`src/rtl/onehot_decoder_pipe.sv`:
```
// rtl/onehot_decoder_pipe.sv - pipelined one-hot/thermometer index decoder with 2-entry skid buffer
module onehot_decoder_pipe #(
    parameter  int IDX_W     = 3,
    parameter  int ZERO_MASK = 0,
    localparam int OUT_W     = 1 << IDX_W
) (
    input  logic             i_clk,
    input  logic             i_rst_n,
    input  logic             i_valid,
    output logic             o_ready,
    input  logic [IDX_W-1:0] i_index,
    input  logic             i_en,
    input  logic             i_mode,
    output logic             o_valid,
    input  logic             i_ready,
    output logic [OUT_W-1:0] o_dec
);

    typedef enum logic [1:0] {
        ST_EMPTY = 2'd0,
        ST_ONE   = 2'd1,
        ST_TWO   = 2'd2
    } state_t;

    state_t           state_q;
    state_t           state_d;
    logic [OUT_W-1:0] main_q;
    logic [OUT_W-1:0] main_d;
    logic [OUT_W-1:0] skid_q;
    logic [OUT_W-1:0] skid_d;
    logic             valid_q;
    logic             valid_d;
    logic             ready_q;
    logic             ready_d;
    logic             push;
    logic             pop;
    logic [OUT_W-1:0] dec_in;

    // Mode decode first, then the x0 mask, so index 0 never sets bit 0 in either mode.
    function automatic logic [OUT_W-1:0] decode(
        input logic [IDX_W-1:0] idx,
        input logic             en,
        input logic             mode
    );
        logic [OUT_W-1:0] r;
        r = '0;
        for (int i = 0; i < OUT_W; i++) begin
            if (mode) begin
                r[i] = (IDX_W'(i) <= idx);
            end else begin
                r[i] = (IDX_W'(i) == idx);
            end
        end
        if (!en) begin
            r = '0;
        end
        if (ZERO_MASK != 0) begin
            r[0] = 1'b0;
        end
        return r;
    endfunction

    assign push   = i_valid & ready_q;
    assign pop    = valid_q & i_ready;
    assign dec_in = decode(i_index, i_en, i_mode);

    // State and data registers; reset discards anything buffered.
    always_ff @(posedge i_clk or negedge i_rst_n) begin
        if (!i_rst_n) begin
            state_q <= ST_EMPTY;
            main_q  <= '0;
            skid_q  <= '0;
            valid_q <= 1'b0;
            ready_q <= 1'b1;
        end else begin
            state_q <= state_d;
            main_q  <= main_d;
            skid_q  <= skid_d;
            valid_q <= valid_d;
            ready_q <= ready_d;
        end
    end

    // Next buffer state: main register always holds the oldest result, skid the younger.
    always_comb begin
        state_d = state_q;
        main_d  = main_q;
        skid_d  = skid_q;
        case (state_q)
            ST_EMPTY: begin
                if (push) begin
                    main_d  = dec_in;
                    state_d = ST_ONE;
                end
            end
            ST_ONE: begin
                if (push && pop) begin
                    main_d = dec_in;
                end else if (push) begin
                    skid_d  = dec_in;
                    state_d = ST_TWO;
                end else if (pop) begin
                    main_d  = '0;
                    state_d = ST_EMPTY;
                end
            end
            ST_TWO: begin
                if (pop) begin
                    main_d  = skid_q;
                    state_d = ST_ONE;
                end
            end
            default: begin
                state_d = ST_EMPTY;
                main_d  = '0;
            end
        endcase
    end

    // Handshake flags are precomputed from the next state so they leave straight from flops.
    always_comb begin
        valid_d = (state_d != ST_EMPTY);
        ready_d = (state_d != ST_TWO);
    end

    assign o_valid = valid_q;
    assign o_ready = ready_q;
    assign o_dec   = main_q;

endmodule
```
`config.mk`:
```
export PLATFORM = sky130hd
export DESIGN_NAME = onehot_decoder_pipe
export DESIGN_NICKNAME = d
export VERILOG_FILES = /design/src/rtl/onehot_decoder_pipe.sv
export SDC_FILE = /design/constraint.sdc
export NUM_CORES = 1
export LEC_CHECK = 0
export CORE_ASPECT_RATIO = 0.6
export CORE_UTILIZATION = 47
export CTS_CLUSTER_SIZE = 25
export DETAILED_ROUTE_END_ITERATION = 7
export HOLD_SLACK_MARGIN = 0.06
export PLACE_DENSITY = 0.72
export SKIP_CTS_REPAIR_TIMING = 1
export SLEW_MARGIN = 20
export SYNTH_ARGS = -nofsm -noshare
export SYNTH_HDL_FRONTEND = slang
export SYNTH_SLANG_ARGS = --single-unit
```
`constraint.sdc`:
```
create_clock -name i_clk -period 1.6 [get_ports i_clk]
set_input_delay 0.32 -clock i_clk [delete_from_list [all_inputs] [get_ports i_clk]]
set_output_delay 0.32 -clock i_clk [all_outputs]
set_load 0.01 [all_outputs]
```
Word-level counts from Yosys, hierarchy flattened
Cells that the tools add are included.
{"block": "op_classes", "n_reduce_logical": 6, "mux": 21, "eq_ne": 14, "order_cmp": 8, "bitwise": 3}
{"op": "2-to-1 mux 8 bit", "count": 6}
{"op": "case mux 8 bit (3 select lines)", "count": 1}
{"op": "equality test 3 bit (first input constant)", "count": 4}
{"op": "<= comparator 3 bit (first input constant)", "count": 4}
{"op": "2-to-1 mux 2 bit", "count": 5}
{"op": "2-to-1 mux 1 bit", "count": 8}
{"op": "equality test 2 x 3 -> 1 bit (first input constant)", "count": 2}
{"op": "<= comparator 1 x 3 -> 1 bit (first input constant)", "count": 2}
{"op": "<= comparator 2 x 3 -> 1 bit (first input constant)", "count": 2}
{"op": "!= test 2 bit (second input constant)", "count": 3}
{"op": "!= test 3 bit (second input constant)", "count": 2}
{"op": "case mux 2 bit (3 select lines)", "count": 1}
{"op": "AND reduction 4 bit", "count": 1}
{"op": "equality test 1 x 3 -> 1 bit (first input constant)", "count": 1}
{"op": "logical NOT 3 bit", "count": 1}
{"op": "AND reduction 3 bit", "count": 1}
{"op": "AND 1 bit", "count": 2}
{"op": "equality test 2 x 1 -> 1 bit (second input constant)", "count": 1}
{"op": "equality test 2 bit (second input constant)", "count": 1}
{"op": "logical NOT 2 bit", "count": 1}
{"op": "nonzero test 2 bit", "count": 1}
{"op": "logical AND 1 bit", "count": 1}
{"op": "NOT 1 bit", "count": 1}
{"block": "totals", "word_cells": 57, "reg_bits": 20, "out_inout_bits": 10, "inputBits": 9}

Longest topological paths before layout
Gate-level depths: netlist of the first run.
{"block": "logic_depth", "depth_word": 6, "mapped_depth": 5, "ltp_nobuf": 3}

Worst setup path after synthesis of the first run
No wires, ideal clock.
{"block": "synth_timing", "kind": "flip-flop to flip-flop", "from": "reg ready_q, in the netlist o_ready", "to": "reg main_q[4], in the netlist o_dec[4]", "stages_incl_launch_ff": 5, "arrival_ps": 1336, "setup_time_ps": 86, "slack_ps": 178, "path_buffers": 1, "synth_period_minus_slack_ps": 1422, "t_required_ps": 1514, "path_cell_list": "dfstp_2 > nand2_1 > or3b_1 > buf_6 > o221ai_2"}
{"block": "synth_via", "elab_chain_cells": 4, "elab_cells_between_ends": 8, "classes_between": "eq/ne: 3; mux: 2; bitwise: 1; reduce/logical: 2"}
{"item": "start, declared", "line": "33", "rtl": "logic ready_q;"}
{"item": "start signal, assigned", "line": "80", "rtl": "ready_q <= ready_d;"}
{"item": "AND 1 bit *", "line": "63", "rtl": "assign push = i_valid & ready_q;"}
{"item": "logical AND 1 bit", "line": "97", "rtl": "if (push && pop) begin"}
{"item": "!= test 3 bit (no line) / 2-to-1 mux 8 bit (equally long branches)"}
{"item": "AND reduction 4 bit (no line) / case mux 8 bit (3 select lines) (equally long branches)"}
{"item": "end signal, assigned", "line": "77", "rtl": "main_q <= main_d;"}
{"item": "end, declared", "line": "27", "rtl": "logic [OUT_W-1:0] main_q;"}
Mark *: on every way between the ends. The rest lies on a longest branch, timed or not.
A chain may end at the register's enable or synchronous reset.

Worst setup path after layout of the first run
{"block": "layout_timing", "from": "reg valid_q, in the netlist o_valid", "to": "out o_valid"}
{"item": "start, declared", "line": "31", "rtl": "logic valid_q;"}
{"item": "start signal, assigned", "line": "79", "rtl": "valid_q <= valid_d;"}
{"item": "end, declared", "line": "14", "rtl": "output logic o_valid,"}
No word-level cell between the ends.

==> key figures, run 1 <==
Die
  – Initial Util: 53.9%
  – Row count: 12
  – Core area: 1980 sq um
  – Die Wd: 63.6 um
  – DIE HEIGHT: 38.9 um
  – Area of the die: 2470 sq um
  – I/O pins: 19

Place
  – Placed cell area: 1370 sq um
  – Placed Cells incl. Taps: 154
  – Worst Setup Slack post-DPL: -0.192 ns
  – Gpl congestion: about 0.77
  – Dpl hpwl: between 1500 and 2000 um
  – I/O Buffers: 18

Detailed routing
  – 1st-iter DRT viols: 34
  – Vias: 823
  – DRC errors left: 0
  – Wire length per cell: 14.7 um
  – Pre-antenna DRT Iters: 4
  – Vias/cell: 5.21
  – Drt total wl: between 2000 and 2500 um
  – Final ANT Viol Nets: 0

Critical path
  – Top delay family on crit path: buffers and inverters
  – Worst Setup SP: o_valid
  – Worst Path Buf+Inv: 1
  – Crit-path max FO: 4
  – Startpoint class of the critical path: flip-flop
  – Worst Setup End Kind: output port
  – R2r endpoint: o_dec[1]
  – Critical path data required time: 1.28 ns
  – Arrival time worst endpoint: roughly 1.2 ns
  – Worst reg2reg path depth: 4
  – CP max-delay cell: clkdlybuf4s50_1
  – Setup slack, reg-to-reg: approximately 0.14 ns
  – RR Startpoint: state_q[0]
  – Critical Path Max Stage Delay: 0.56 ns
  – Crit path cell chain: clkdlybuf4s50_1
  – CP Class: reg -> out

Clock tree
  – H-tree lvl count: 1
  – Clock sink count: 20
  – Max Root-Sink Buffers: 2
  – CTS clock-pin slew for the worst setup and hold paths: ~0.08 ns
  – Root Driver: clkbuf_8
  – CTS tree: built
  – Clk Latency, worst-skew pair: 0.26 ns
  – Cts bufs inserted: 3

Yosys
  – Cell count after synthesis: 99
  – Register bit total from synthesis: 20
  – Syn Area/Cell: roughly 11 sq um
  – Synth Cell Area: 1070 sq um
  – Synth top area cells: dfrtp_1 (44%), o221ai_2 (11%), mux2i_1 (7.5%)
  – Yosys warnings: 0
  – Sequential share of the synthesized area: 47.0%
  – Yosys cell types: 34
  – Fraction of registers with async set/reset: between 90% and 100%
  – Area fraction of the dominant cell type after synthesis: roughly 44%
  – Number of flops mapped to enable cells by yosys: 0
  – Yosys top cell by area: dfrtp_1
  – Predominant post-synthesis flop cell: dfrtp_1
  – Syn Nets: 108

Timing
  – Max_slew headroom: about 71%
  – Slew Viols, Final: 0
  – Max Fclk: 649 MHz
  – Final Hold Fails: 0
  – Minimum clock period: 1.54 ns
  – Setup tns final: 0 ns
  – Setup ws final: 0.0582 ns
  – # setup viols final: 0
  – Fin crit share: between 90% and 100%
  – Worst Skew: 0.00575 ns
  – Worst slew pin tran: 0.429 ns
  – RSZ-0062 raised after global routing: false

Layout
  – Antenna Cells: 0
  – Share of layout cells above drive strength 1: a little over a quarter
  – Layout Nets: 140
  – Post-Layout Inst Area: 1430 sq um
  – Fillers: 151
  – Area grow syn2layout: 33.8%
  – Post-Layout Cell Count: 158

Global routing
  – Met1 usage: 27.7%
  – Congestion Overflow GR: 0
  – Most used routing layer: met2
  – Grt met3 use: 4.41%
  – Grt met2 use: 34.0%
  – Largest net degree at the start of global routing: 14
  – Initial antenna violation count: 0
  – Overall Global Routing Usage: 20.2%
  – First-pass GRT wire length: about 3600 um
  – Vias in the first global route: 780

Status
  – Status: complete, no violations

Min path
  – Worst hold-check path type: in -> async

Power
  – Pleak: 0.617 nW
  – Power per cell area: 1660 nW/um^2
  – Overall power: 2.38 mW
  – Max VDD drop: 0.849 mV

Run
  – Maxcap violations: 0
## cells in the mapped netlist, types with 2 or more instances
| library cell | count |
|---|---|
| dfrtp_1 | 19 |
| inv_1 | 17 |
| a21oi_1 | 2 |
| nor2_1 | 3 |
| o21ai_0 | 3 |
| nor3_1 | 2 |
| clkbuf_1 | 2 |
| buf_2 | 2 |
| mux2i_1 | 8 |
| nand2_1 | 10 |
| o221ai_2 | 8 |
## power by group
part / total, mW / switching, mW / internal (mW)
Clock: 0.390 / 0.171 / 0.219
Sequential: 0.874 / 0.154 / 0.720
Combinational: 1.11 / 0.519 / 0.592
## area by class of cell
class	instances	area, sq um	share of cell area (%)
clock buffers	4	55.1	3.85
inverters	17	63.8	4.46
well taps	28	35.0	2.45
multi-input cells	56	467	32.6
repair buffers	33	308	21.5
flip-flops and latches	20	502	35.1
## through the flow
stage                     hold WS [ns]  util [%]
after floorplan                 0.0244         -
after global placement           0.468      69.3
after detailed placement         0.476      69.3
after CTS                        0.370      72.0
after global routing             0.393      72.2
final                            0.362      72.2
## metal layers
metal / vias to the layer above / share of wire, %
met1: 404 / 48
met4: 0 / 0
li1: 401 / -
met5: - / 0
met2: 18 / 48
met3: 0 / 3.1
## sequential cells by signal, indices dropped and copies added, names as in the netlist
signal,flops
o_dec,8
o_ready,1
o_valid,1
skid_q,8
state_q,2
## cell families after synthesis
group                  after synthesis  synth area share (%)
AO/OA/AOI/OAI                       21                  21.5
buffers and inverters               23                  9.37
flip-flops                          20                  47.0
XOR/XNOR                             2                  1.64
AND/OR/NAND/NOR                     24                  11.9
multiplexers                         9                  8.55
## worst max path at each step
stage                     endpoint  cells after the start
final                      o_valid                      1
after CTS                  o_ready                      1
after detailed placement  o_dec[1]                      5
after floorplan           o_dec[4]                      4
after global routing       o_valid                      1
after global placement    o_dec[2]                      5
## worst register-to-register path, stage by stage, from the launching register on
cell      delay, ns
dfrtp_1        0.45
a21bo_4        0.22
or3b_1         0.34
buf_4          0.20
o221ai_2       0.16
## cell usage in the layout (no fill, tap or decap), types with 2 or more instances in the layout
| cell | Yosys | layout |
|---|---|---|
| dfrtp_1 | 19 | 19 |
| inv_1 | 17 | 17 |
| clkdlybuf4s50_1 | 0 | 17 |
| buf_4 | 1 | 14 |
| nand2_1 | 10 | 10 |
| o221ai_2 | 8 | 8 |
| mux2i_1 | 8 | 8 |
| clkbuf_8 | 0 | 4 |
| nor2_1 | 3 | 3 |
| o21ai_0 | 3 | 3 |
| nor3_1 | 2 | 2 |
| a21oi_1 | 2 | 2 |
Note: power is estimated with default switching activity, not from simulation.
==> run 2, diff against run 1 <==
Settings changed: CORE_ASPECT_RATIO 0.6 to 0.9, CTS_BUF_LIST from default to sky130_fd_sc_hd__clkbuf_8.
==> key figures, run 2 (synthesized netlist as in run 1, its figures left out) <==
Global routing
  – Largest net degree at the start of global routing: 21
  – Most used routing layer: met2
  – Grt met2 use: 37.4%
  – Grt met3 use: 4.85%
  – Initial antenna violation count: 0
  – Met1 usage: 26.7%
  – Overall Global Routing Usage: 20.9%
  – Vias in the first global route: 788
  – Congestion Overflow GR: 0
  – First-pass GRT wire length: between 3000 and 4000 um

Critical path
  – R2r endpoint: o_dec[1]
  – CP Class: reg -> out
  – RR Startpoint: o_ready
  – Worst reg2reg path depth: 4
  – WP depth: 1
  – Arrival time worst endpoint: between 1 and 1.5 ns
  – Startpoint class of the critical path: flip-flop
  – Critical path data required time: 1.28 ns
  – Crit-path max FO: 4
  – Top delay family on crit path: buffers and inverters
  – Crit path cell chain: clkdlybuf4s50_1
  – CP max-delay cell: clkdlybuf4s50_1
  – Worst Path Buf+Inv: 1
  – Setup slack, reg-to-reg: 0.12 ns
  – Worst Setup End Kind: output port
  – Critical Path Max Stage Delay: 0.55 ns

Place
  – I/O Buffers: 18
  – Dpl hpwl: about 1600 um
  – Gpl congestion: between 0.7 and 0.8
  – Placed cell area: roughly 1400 sq um

Layout
  – Commonest non-fill, non-tap cell in the layout: dfrtp_1
  – Share of layout cells above drive strength 1: 25.0%
  – Antenna Cells: 0
  – Layout Nets: 138
  – Area grow syn2layout: 33.6%
  – Post-Layout Inst Area: roughly 1400 sq um
  – Most frequent cells in the layout: dfrtp_1 (19), inv_1 (17), clkdlybuf4s50_1 (17)

Die
  – Die Wd: roughly 52 um
  – Area of the die: 2470 sq um
  – I/O pins: 19
  – Initial Util: between 50% and 60%
  – Core area: 2030 sq um
  – Row count: 15
  – DIE HEIGHT: 47.2 um

Clock tree
  – Clock sink count: 20
  – Max Root-Sink Buffers: 2
  – CTS tree: built
  – H-tree lvl count: 1
  – Root Driver: clkbuf_8
  – CTS clock-pin slew for the worst setup and hold paths: around 0.070 ns
  – Clk Latency, worst-skew pair: 0.26 ns
  – Cts bufs inserted: 3

Power
  – Power per cell area: 1750 nW/um^2
  – Switch share: 33.2%
  – Logic pwr share: between 40% and 50%
  – Switching Power: between 0.8 and 0.9 mW
  – Max VDD drop: 1.36 mV
  – Sequential fraction of design power: 34.4%
  – Cell Int Power: 1.67 mW
  – Overall power: roughly 2.5 mW
  – Pleak: 0.615 nW
  – Clock power share: 19.9%

Detailed routing
  – Vias/cell: a little over 5
  – DRC errors left: 0
  – 1st-iter DRT viols: 22
  – Pre-antenna DRT Iters: 3
  – Final ANT Viol Nets: 0
  – Drt total wl: roughly 2100 um
  – Vias: 793
  – Wire length per cell: 13.8 um

Timing
  – RSZ-0062 raised after global routing: false
  – Fin crit share: 96.2%
  – Worst slew pin tran: 0.325 ns
  – # setup viols final: 0
  – Slew Viols, Final: 0
  – Minimum clock period: approximately 1.5 ns
  – Worst Skew: 0.00305 ns
  – Max_slew headroom: 78.3%
  – Final Hold Fails: 0
  – Max Fclk: 650 MHz

Min path
  – Worst hold-check path type: in -> async

Run
  – Maxcap violations: 0

Status
  – Status: complete, no violations
## run 2: metal layers
metal	routed length, um	part of all wire, %
met1	959	46
met2	1070	51
met3	65	3.1
met4	6	0.29
met5	0	0
## run 2: power groups by stage
stage               registers, mW  clock network, mW  logic (mW)
detailed placement          0.870                  0        1.16
global placement            0.862                  0        1.11
CTS                         0.861              0.507        1.16
global route                0.887              0.533        1.26
floorplan                   0.874                  0       0.646
finish                      0.862              0.497        1.14
## run 2: how the worst max path moves through the flow
stage | start | to | slack [ns]
2_1_floorplan | o_ready | o_dec[4] | 0.18
4_1_cts | o_ready | o_ready | -0.04
6_report | o_valid | o_valid | 0.06
3_5_place_dp | i_ready | o_dec[1] | -0.17
3_3_place_gp | i_ready | o_dec[7] | -0.12
5_1_grt | o_valid | o_valid | 0.01
## run 2: layout make-up
type	instances	area [sq um]
fillers	147	599
flip-flops and latches	20	502
multi-input cells	56	467
repair buffers	31	293
inverters	17	63.8
clock buffers	3	41.3
well taps	25	31.3
clock inverters	1	30.0
## run 2: metrics by stage
| step | setup WS, ns | util (%) | TNS [ns] | hold WS, ns | cells |
|---|---|---|---|---|---|
| CTS | -0.0374 | 70.3 | -0.0374 | 0.396 | 153 |
| finish | 0.0609 | 70.4 | 0 | 0.396 | 153 |
| floorplan | 0.178 | - | 0 | 0.0244 | 99 |
| global route | 0.0123 | 70.4 | 0 | 0.440 | 153 |
| global placement | -0.119 | 66.8 | -1.12 | 0.463 | 149 |
| detailed placement | -0.170 | 66.8 | -1.61 | 0.471 | 149 |
==> run 3, diff against run 2 <==
Settings changed: SETUP_SLACK_MARGIN from default to 0.3.
==> key figures, run 3 (synthesized netlist as in run 1, its figures left out) <==
Power
  – Power per cell area: 1700 nW/um^2
  – Overall power: 2.68 mW
  – Max VDD drop: 1.49 mV
  – Pleak: 0.847 nW

Detailed routing
  – 1st-iter DRT viols: 10
  – Vias: ~850
  – Pre-antenna DRT Iters: 4
  – Final ANT Viol Nets: 0
  – Vias/cell: about 5.2
  – Wire length per cell: 15.4 um
  – DRC errors left: 0
  – Drt total wl: 2480 um

Timing
  – Final Hold Fails: 0
  – # setup viols final: 0
  – Minimum clock period: 1.45 ns
  – Slew Viols, Final: 0
  – RSZ-0062 raised after global routing: true
  – Worst slew pin tran: around 0.33 ns
  – Worst Skew: 0.000831 ns
  – Fin crit share: about nine tenths
  – Max Fclk: 691 MHz
  – Max_slew headroom: about 80%

Layout
  – Multi-input gate area: approximately 510 sq um
  – Commonest non-fill, non-tap cell in the layout: dfrtp_1
  – Antenna Cells: 0
  – Most frequent cells in the layout: dfrtp_1 (19), inv_1 (17), buf_4 (16)
  – Post-layout util: between 70 and 80%
  – Fillers: 126
  – Share of layout cells above drive strength 1: 33.1%
  – Register area: 502 sq um
  – Layout Nets: 146
  – Area grow syn2layout: 47.5%

Die
  – DIE HEIGHT: between 40 and 50 um
  – Die Wd: about 52 um
  – I/O pins: 19
  – Row count: 15
  – Core area: 2030 sq um
  – Area of the die: around 2500 sq um
  – Initial Util: 52.7%

Clock tree
  – Clock sink count: 20
  – Cts bufs inserted: 3
  – Clk Latency, worst-skew pair: approximately 0.26 ns
  – Max Root-Sink Buffers: 2
  – CTS tree: built
  – H-tree lvl count: 1
  – Root Driver: clkbuf_8
  – CTS clock-pin slew for the worst setup and hold paths: approximately 0.07 ns

Critical path
  – Critical Path Max Stage Delay: 0.43 ns
  – Worst Path Buf+Inv: 1
  – CP max-delay cell: dfrtp_1
  – Crit-path max FO: 5
  – Crit path cell chain: a21bo_4, or3b_4, buf_6, o221ai_2
  – Top delay family on crit path: flip-flops
  – Startpoint class of the critical path: flip-flop
  – Worst Setup End Kind: flip-flop
  – Critical path data required time: 1.77 ns
  – Arrival time worst endpoint: 1.62 ns
  – CP Class: reg -> reg

Global routing
  – First-pass GRT wire length: 3770 um
  – Largest net degree at the start of global routing: 13
  – Initial antenna violation count: 0
  – Vias in the first global route: 795
  – Overall Global Routing Usage: 22.2%
  – Congestion Overflow GR: 0

Run
  – Maxcap violations: 0

Place
  – Dpl hpwl: 1750 um
  – I/O Buffers: 18
  – Gpl congestion: 0.817

Min path
  – Worst hold-check path type: in -> async

Status
  – Status: complete, no violations
[run 3: cell count changes in the layout (fill, tap and decap cells not counted), moves of 2 or more]
cell             delta
dlymetal6s2s_1     +13
clkdlybuf4s50_1    -13
buf_6               +4
nor3_1              -2
buf_4               +4
[run 3: per-layer routing]
metal,share of wire [%],track usage [%],wire (um),vias up
li1,-,-,-,413
met1,43,25.2,1060,417
met2,54,42.3,1330,13
met4,0.53,4.74,13,0
met5,0,0,0,-
met3,2.6,6.15,65,2
[run 3: final timing paths]
path                       cells after the start  slack, ns   endpoint        from
min                                            1       0.32  skid_q[0]     i_rst_n
min reg2reg                                    2       0.50   o_dec[1]   skid_q[1]
max reg2reg                                    4       0.15   o_dec[5]  state_q[0]
max                                            4       0.15   o_dec[5]  state_q[0]
min in group i_clk                             2       0.50   o_dec[1]   skid_q[1]
max in group asynchronous                      2       0.85   o_dec[5]     i_rst_n
[run 3: layout make-up]
cell class | count | share of cell area, %
Clock inverter | 1 | 1.90
Multi-Input combinational cell | 56 | 32.2
Tap cell | 25 | 1.98
Sequential cell | 20 | 31.8
Inverter | 17 | 4.05
Clock buffer | 3 | 2.62
Timing Repair Buffer | 39 | 25.4
[run 3: stage by stage]
step | area, sq um | std cells | setup TNS (ns) | hold slack [ns] | setup slack (ns)
after floorplan | 1080 | 99 | 0 | 0.0244 | 0.242
after global placement | 1400 | 154 | -1.07 | 0.463 | -0.121
after detailed placement | 1400 | 154 | -1.54 | 0.482 | -0.161
after CTS | 1470 | 158 | -0.0788 | 0.321 | -0.0788
after global routing | 1580 | 161 | 0 | 0.318 | 0.133
final | 1580 | 161 | 0 | 0.323 | 0.153
[run 3: where the power goes]
group | switching, mW | internal [mW]
clock | 0.165 | 0.334
sequential | 0.153 | 0.721
combinational | 0.602 | 0.703
